`config.mk`:
```
export PLATFORM = sky130hd
export DESIGN_NAME = led_pattern_gen
export DESIGN_NICKNAME = d
export VERILOG_FILES = /design/src/rtl/led_pattern_pkg.sv /design/src/rtl/led_prescaler.sv /design/src/rtl/led_pattern_gen.sv
export SDC_FILE = /design/constraint.sdc
export NUM_CORES = 1
export LEC_CHECK = 0
export CORE_MARGIN = 10
export CORE_UTILIZATION = 38
export CTS_CLUSTER_DIAMETER = 40
export DETAILED_ROUTE_END_ITERATION = 16
export SLEW_MARGIN = 25
export SYNTH_ARGS = -nofsm -noshare
export SYNTH_HDL_FRONTEND = slang
export SYNTH_HIERARCHICAL = 1
export SYNTH_SLANG_ARGS = --single-unit
```
`constraint.sdc`:
```
create_clock -name clkin -period 5.64 [get_ports clkin]
set_input_delay 1.41 -clock clkin [delete_from_list [all_inputs] [get_ports clkin]]
set_output_delay 1.41 -clock clkin [all_outputs]
set_load 0.01 [all_outputs]
```
`src/rtl/led_pattern_pkg.sv`:
```
// Shared mode encoding for the LED pattern generator.
package led_pattern_pkg;

    localparam int MODE_W = 2;

    typedef enum logic [MODE_W-1:0] {
        MODE_BINARY  = 2'd0,
        MODE_SCAN    = 2'd1,
        MODE_BREATHE = 2'd2,
        MODE_OFF     = 2'd3
    } mode_t;

endpackage

```
`src/rtl/led_prescaler.sv`:
```
// Pattern-step prescaler: counts enabled cycles and flags the last one of each period.
module led_prescaler #(
    parameter int PRESCALE_DIV = 50_000_000
) (
    input  logic clkin,
    input  logic resetn,
    input  logic enable,
    output logic tick
);

    localparam int CNT_W = $clog2(PRESCALE_DIV);
    localparam logic [CNT_W-1:0] CNT_LAST = CNT_W'(PRESCALE_DIV - 1);

    logic [CNT_W-1:0] cnt;

    assign tick = enable && (cnt == CNT_LAST);

    always_ff @(posedge clkin or negedge resetn) begin
        if (!resetn) begin
            cnt <= '0;
        end else if (enable) begin
            cnt <= (cnt == CNT_LAST) ? '0 : cnt + CNT_W'(1);
        end
    end

endmodule

```
`src/rtl/led_pattern_gen.sv`:
```
// LED pattern generator: binary count, bouncing scan, PWM breathe or off, stepped by a prescaler tick.
//   mode         | meaning
//   MODE_BINARY  | leds count up once per tick
//   MODE_SCAN    | one-hot bounces between bit 0 and bit NUM_LEDS-1
//   MODE_BREATHE | all leds = pwm_q < duty_q, duty ramps up/down per tick
//   MODE_OFF     | leds held at zero
module led_pattern_gen
    import led_pattern_pkg::*;
#(
    parameter int NUM_LEDS     = 12,
    parameter int PRESCALE_DIV = 50_000_000,
    parameter int PWM_W        = 8
) (
    input  logic                clkin,
    input  logic                resetn,
    input  logic                enable,
    input  logic [MODE_W-1:0]   mode_i,
    input  logic                mode_load,
    output logic [NUM_LEDS-1:0] leds,
    output logic [MODE_W-1:0]   mode_o,
    output logic                tick_o
);

    localparam logic [PWM_W-1:0] DUTY_MAX = '1;

    logic                tick;
    mode_t               mode_q, mode_d;
    mode_t               pend_mode;
    logic                pend_valid;
    logic [PWM_W-1:0]    pwm_q, pwm_d;
    logic [PWM_W-1:0]    duty_q, duty_d;
    logic                dir_up_q, dir_up_d;
    logic [NUM_LEDS-1:0] leds_d;

    led_prescaler #(
        .PRESCALE_DIV(PRESCALE_DIV)
    ) u_prescaler (
        .clkin (clkin),
        .resetn(resetn),
        .enable(enable),
        .tick  (tick)
    );

    assign tick_o = tick;
    assign mode_o = mode_q;

    always_comb begin
        mode_d   = mode_q;
        pwm_d    = pwm_q;
        duty_d   = duty_q;
        dir_up_d = dir_up_q;
        leds_d   = leds;
        if (enable) begin
            pwm_d = pwm_q + PWM_W'(1);
            if (tick && pend_valid) begin
                mode_d   = pend_mode;
                duty_d   = '0;
                dir_up_d = 1'b1;
                leds_d   = (pend_mode == MODE_SCAN) ? NUM_LEDS'(1) : '0;
            end else if (tick) begin
                case (mode_q)
                    MODE_BINARY: leds_d = leds + NUM_LEDS'(1);
                    MODE_SCAN: begin
                        // Reverse at an end without repeating the end position.
                        if (dir_up_q) begin
                            if (leds[NUM_LEDS-1]) begin
                                leds_d   = leds >> 1;
                                dir_up_d = 1'b0;
                            end else begin
                                leds_d = leds << 1;
                            end
                        end else begin
                            if (leds[0]) begin
                                leds_d   = leds << 1;
                                dir_up_d = 1'b1;
                            end else begin
                                leds_d = leds >> 1;
                            end
                        end
                    end
                    MODE_BREATHE: begin
                        if (dir_up_q) begin
                            if (duty_q == DUTY_MAX) begin
                                duty_d   = duty_q - PWM_W'(1);
                                dir_up_d = 1'b0;
                            end else begin
                                duty_d = duty_q + PWM_W'(1);
                            end
                        end else begin
                            if (duty_q == '0) begin
                                duty_d   = PWM_W'(1);
                                dir_up_d = 1'b1;
                            end else begin
                                duty_d = duty_q - PWM_W'(1);
                            end
                        end
                    end
                    default: leds_d = '0;
                endcase
            end
            // Registered leds track the registered pwm/duty pair, so duty 0 is always dark.
            if (mode_d == MODE_BREATHE) begin
                leds_d = {NUM_LEDS{pwm_d < duty_d}};
            end
        end
    end

    always_ff @(posedge clkin or negedge resetn) begin
        if (!resetn) begin
            mode_q     <= MODE_BINARY;
            pwm_q      <= '0;
            duty_q     <= '0;
            dir_up_q   <= 1'b1;
            leds       <= '0;
            pend_valid <= 1'b0;
            pend_mode  <= MODE_BINARY;
        end else begin
            mode_q   <= mode_d;
            pwm_q    <= pwm_d;
            duty_q   <= duty_d;
            dir_up_q <= dir_up_d;
            leds     <= leds_d;
            // A strobe in a tick cycle survives the tick and is applied at the next one.
            if (mode_load) begin
                pend_valid <= 1'b1;
                pend_mode  <= mode_t'(mode_i);
            end else if (tick) begin
                pend_valid <= 1'b0;
            end
        end
    end

endmodule
```
==> results.yml <==
outcome:
  status: "finished clean"
power_and_ir_drop:
  vdd_drop_max_uv: 148
  power_leakage_nw: 1.80
  powerDensity_nw_per_um2: 278
  total_power_w: 0.00127
global_routing:
  grt_pass1_wl_um: 17200
  grt_max_degree: 61
  antenna_found_initial: 0
  grt_pass1_vias: 3366
  track_usage_pct: 13.9
  grt_overflow: 0
drt:
  ant_nets: 0
  drt_wl_total_um: 10300
  drc_errors: 0
  firstDrtPassIters: 5
  vias_per_cell: 5.84
  vias: 3520
  post_drt_wl_per_cell_um: 17.0
  drtIter0Drc: 293
finish:
  finalNetCount: 482
  final_layout_size_suffix_gt1_share_pct: 9.85
  area_delta_synth_final_pct: 11.2
  diodes: 0
  nFillCells: 1035
synth:
  synth_common_cells: "dfrtp_1 (59), nand2_1 (44), o21ai_0 (28)"
  ys_async_sr_fraction_pct: 100
  syn_inst: 451
  synth_most_common_cell: "dfrtp_1"
  synth_area_leaders: "dfrtp_1 (36%), ha_1 (4.3%), nand2_1 (4.0%)"
  yosys.cell_types.count: 75
  synth_top_area_cell: "dfrtp_1"
  ys_seq_area_share_pct: 36.8
  synth_fp_nets: 471
  netlist.area_leader.share_pct: 36.1
  syn_avg_cell_area_um2: 9.07
  ys.flop_type: "dfrtp_1"
  yosys_warnings: 6
  syn_area_um2: 4090
  synth-seq-cells: 60
  synth_edf_count: 0
worst_setup_path:
  r2r-start: "u_prescaler/cnt[0]"
  critical_path_class: "input pin to flop"
  crit_end: "leds[8]"
  cp_data_required_time_ns: 5.81
  r2r_slack_ns: 1.28
  rr_worst_depth: 14
  startpoint_type: "input pin"
  crit_start: "enable"
  endpoint_kind: "flop"
  path_max_fanout: 12
  r2r-end: "leds[8]"
  arrival_ns: 5.14
min_path:
  hp-class: "flop to flop"
sta:
  rsz0062_at_grt: "false"
  fin_skew_ns: 0.0177
  hold_viol: 0
  slew_viol_final: 0
  fmax_mhz: 201
  fin_tns_setup_ns: 0
  final-setup-viol-count: 0
  tightest_slew_ns: 0.993
  fin_crit_ns: 4.97
  min_period_over_period_pct: 88.2
  slew_headroom_pct: 33.4
clock_network:
  cts_resized: 0
  cts_buffers: 9
  cts_sinks: 60
  cts_tree: "done"
  cts_buffer_depth: 2
  cts_hold_buf: 0
  htree_levels: 3
  clkLatencyLatePin_ns: 0.35
  root_buffer: "clkbuf_8"
  clk_pin_slew_worst_paths_ns: 0.08
  post_cts_buffers: 0
die:
  die_w_um: 124
  io_pins: 21
  design.die.area_um2: 15300
  core_um2: 10400
  rows: 37
  start_util_pct: 39.3
  dieHeight_um: 124
run:
  maxCapViolations: 0
placement:
  portBuffers: 20
  routabilityCongestion: 0.937
  hpwlAfterDp_um: 7040
worst max-delay path, cell delays in order:
cell	delay, ns
clkdlybuf4s50_1	0.52
inv_1	0.14
nor4_2	0.40
and3b_1	0.44
nand4_1	0.14
mux2_2	0.32
xnor2_1	0.13
nand2_1	0.08
ha_1	0.32
and4_1	0.18
o21ai_0	0.09
o21ai_1	0.74
o2111ai_1	0.21
state kept, by name (all words and copies together), names as in the netlist:
| signal | cells |
|---|---|
| duty_q | 8 |
| u_prescaler/cnt | 26 |
| pend_mode | 2 |
| mode_o | 2 |
| leds | 12 |
| pend_valid | 1 |
| dir_up_q | 1 |
| pwm_q | 8 |
cells by family after synthesis:
kind of cell,after synthesis,synth area share [%]
and+or+nand+nor,173,24.5
AOI/OAI and AO/OA,116,19.2
DFF,60,36.8
buffers and inverters,44,5.17
xor gates and xnor gates,28,6.00
muxes,16,4.07
adders and majority gates,14,4.28
layout by cell type (no fill, tap or decap), drive strengths merged, types with 5 or more instances in the layout:
cell | netlist | routed
nand2 | 44 | 44
o211ai | 6 | 6
xnor2 | 12 | 12
mux2 | 5 | 5
ha | 14 | 14
clkbuf | 10 | 11
buf | 16 | 7
clkdlybuf4s50 | 0 | 19
and3 | 6 | 6
mux2i | 11 | 11
nand2b | 5 | 5
dfrtp | 59 | 59
nand4 | 9 | 9
and4 | 5 | 5
xor2 | 16 | 16
nor2 | 18 | 18
nor4 | 8 | 8
nand3 | 28 | 28
o21a | 5 | 5
a21oi | 25 | 25
nor3 | 11 | 11
o31ai | 9 | 9
or4 | 10 | 10
o21ai | 32 | 32
or3 | 9 | 9
inv | 18 | 18
through the flow:
| stage | std cells | cell area [µm²] | utilization, % | setup slack (ns) | hold WS (ns) |
|---|---|---|---|---|---|
| floorplan | 451 | 4090 | - | 0.877 | 0.464 |
| global placement | 587 | 4360 | 41.9 | 0.409 | 0.482 |
| detailed placement | 587 | 4360 | 41.9 | 0.289 | 0.486 |
| CTS | 603 | 4550 | 43.6 | 0.658 | 0.501 |
| global route | 603 | 4550 | 43.6 | 0.391 | 0.527 |
| finish | 603 | 4550 | 43.6 | 0.666 | 0.503 |
report_power, final:
part,internal [W],total (W),switching (W)
clock network,0.000202,0.000386,0.000184
registers,0.000486,0.000572,0.0000862
logic,0.000153,0.000307,0.000154
total,0.000841,0.00127,0.000424
worst min-delay path by stage:
stage               slack [ns]                 from                   to  cells past startpoint
floorplan                 0.46  u_prescaler/cnt[11]  u_prescaler/cnt[11]                      1
global placement          0.48             pwm_q[7]             pwm_q[7]                      1
detailed placement        0.49             pwm_q[7]             pwm_q[7]                      1
CTS                       0.50             pwm_q[7]             pwm_q[7]                      1
global route              0.53             pwm_q[7]             pwm_q[7]                      1
finish                    0.50             pwm_q[7]             pwm_q[7]                      1
layer usage:
layer	track usage (%)	routed length, µm	up-vias
met5	0	0	-
met4	6.48	173	0
met3	3.17	431	12
met2	20.8	4720	84
met1	18.6	4930	1727
li1	-	-	1697
cell type report:
cell class / instances / area, µm² / share of cell area [%]
clock inverter: 5 / 52.6 / 1.16
clock buffer: 11 / 131 / 2.89
tap: 136 / 170 / 3.74
sequential: 60 / 1500 / 33.1
timing repair buffer: 26 / 240 / 5.28
inverter: 18 / 67.6 / 1.49
multi-input combinational: 347 / 2380 / 52.4
(Power assumes the default switching activity.)
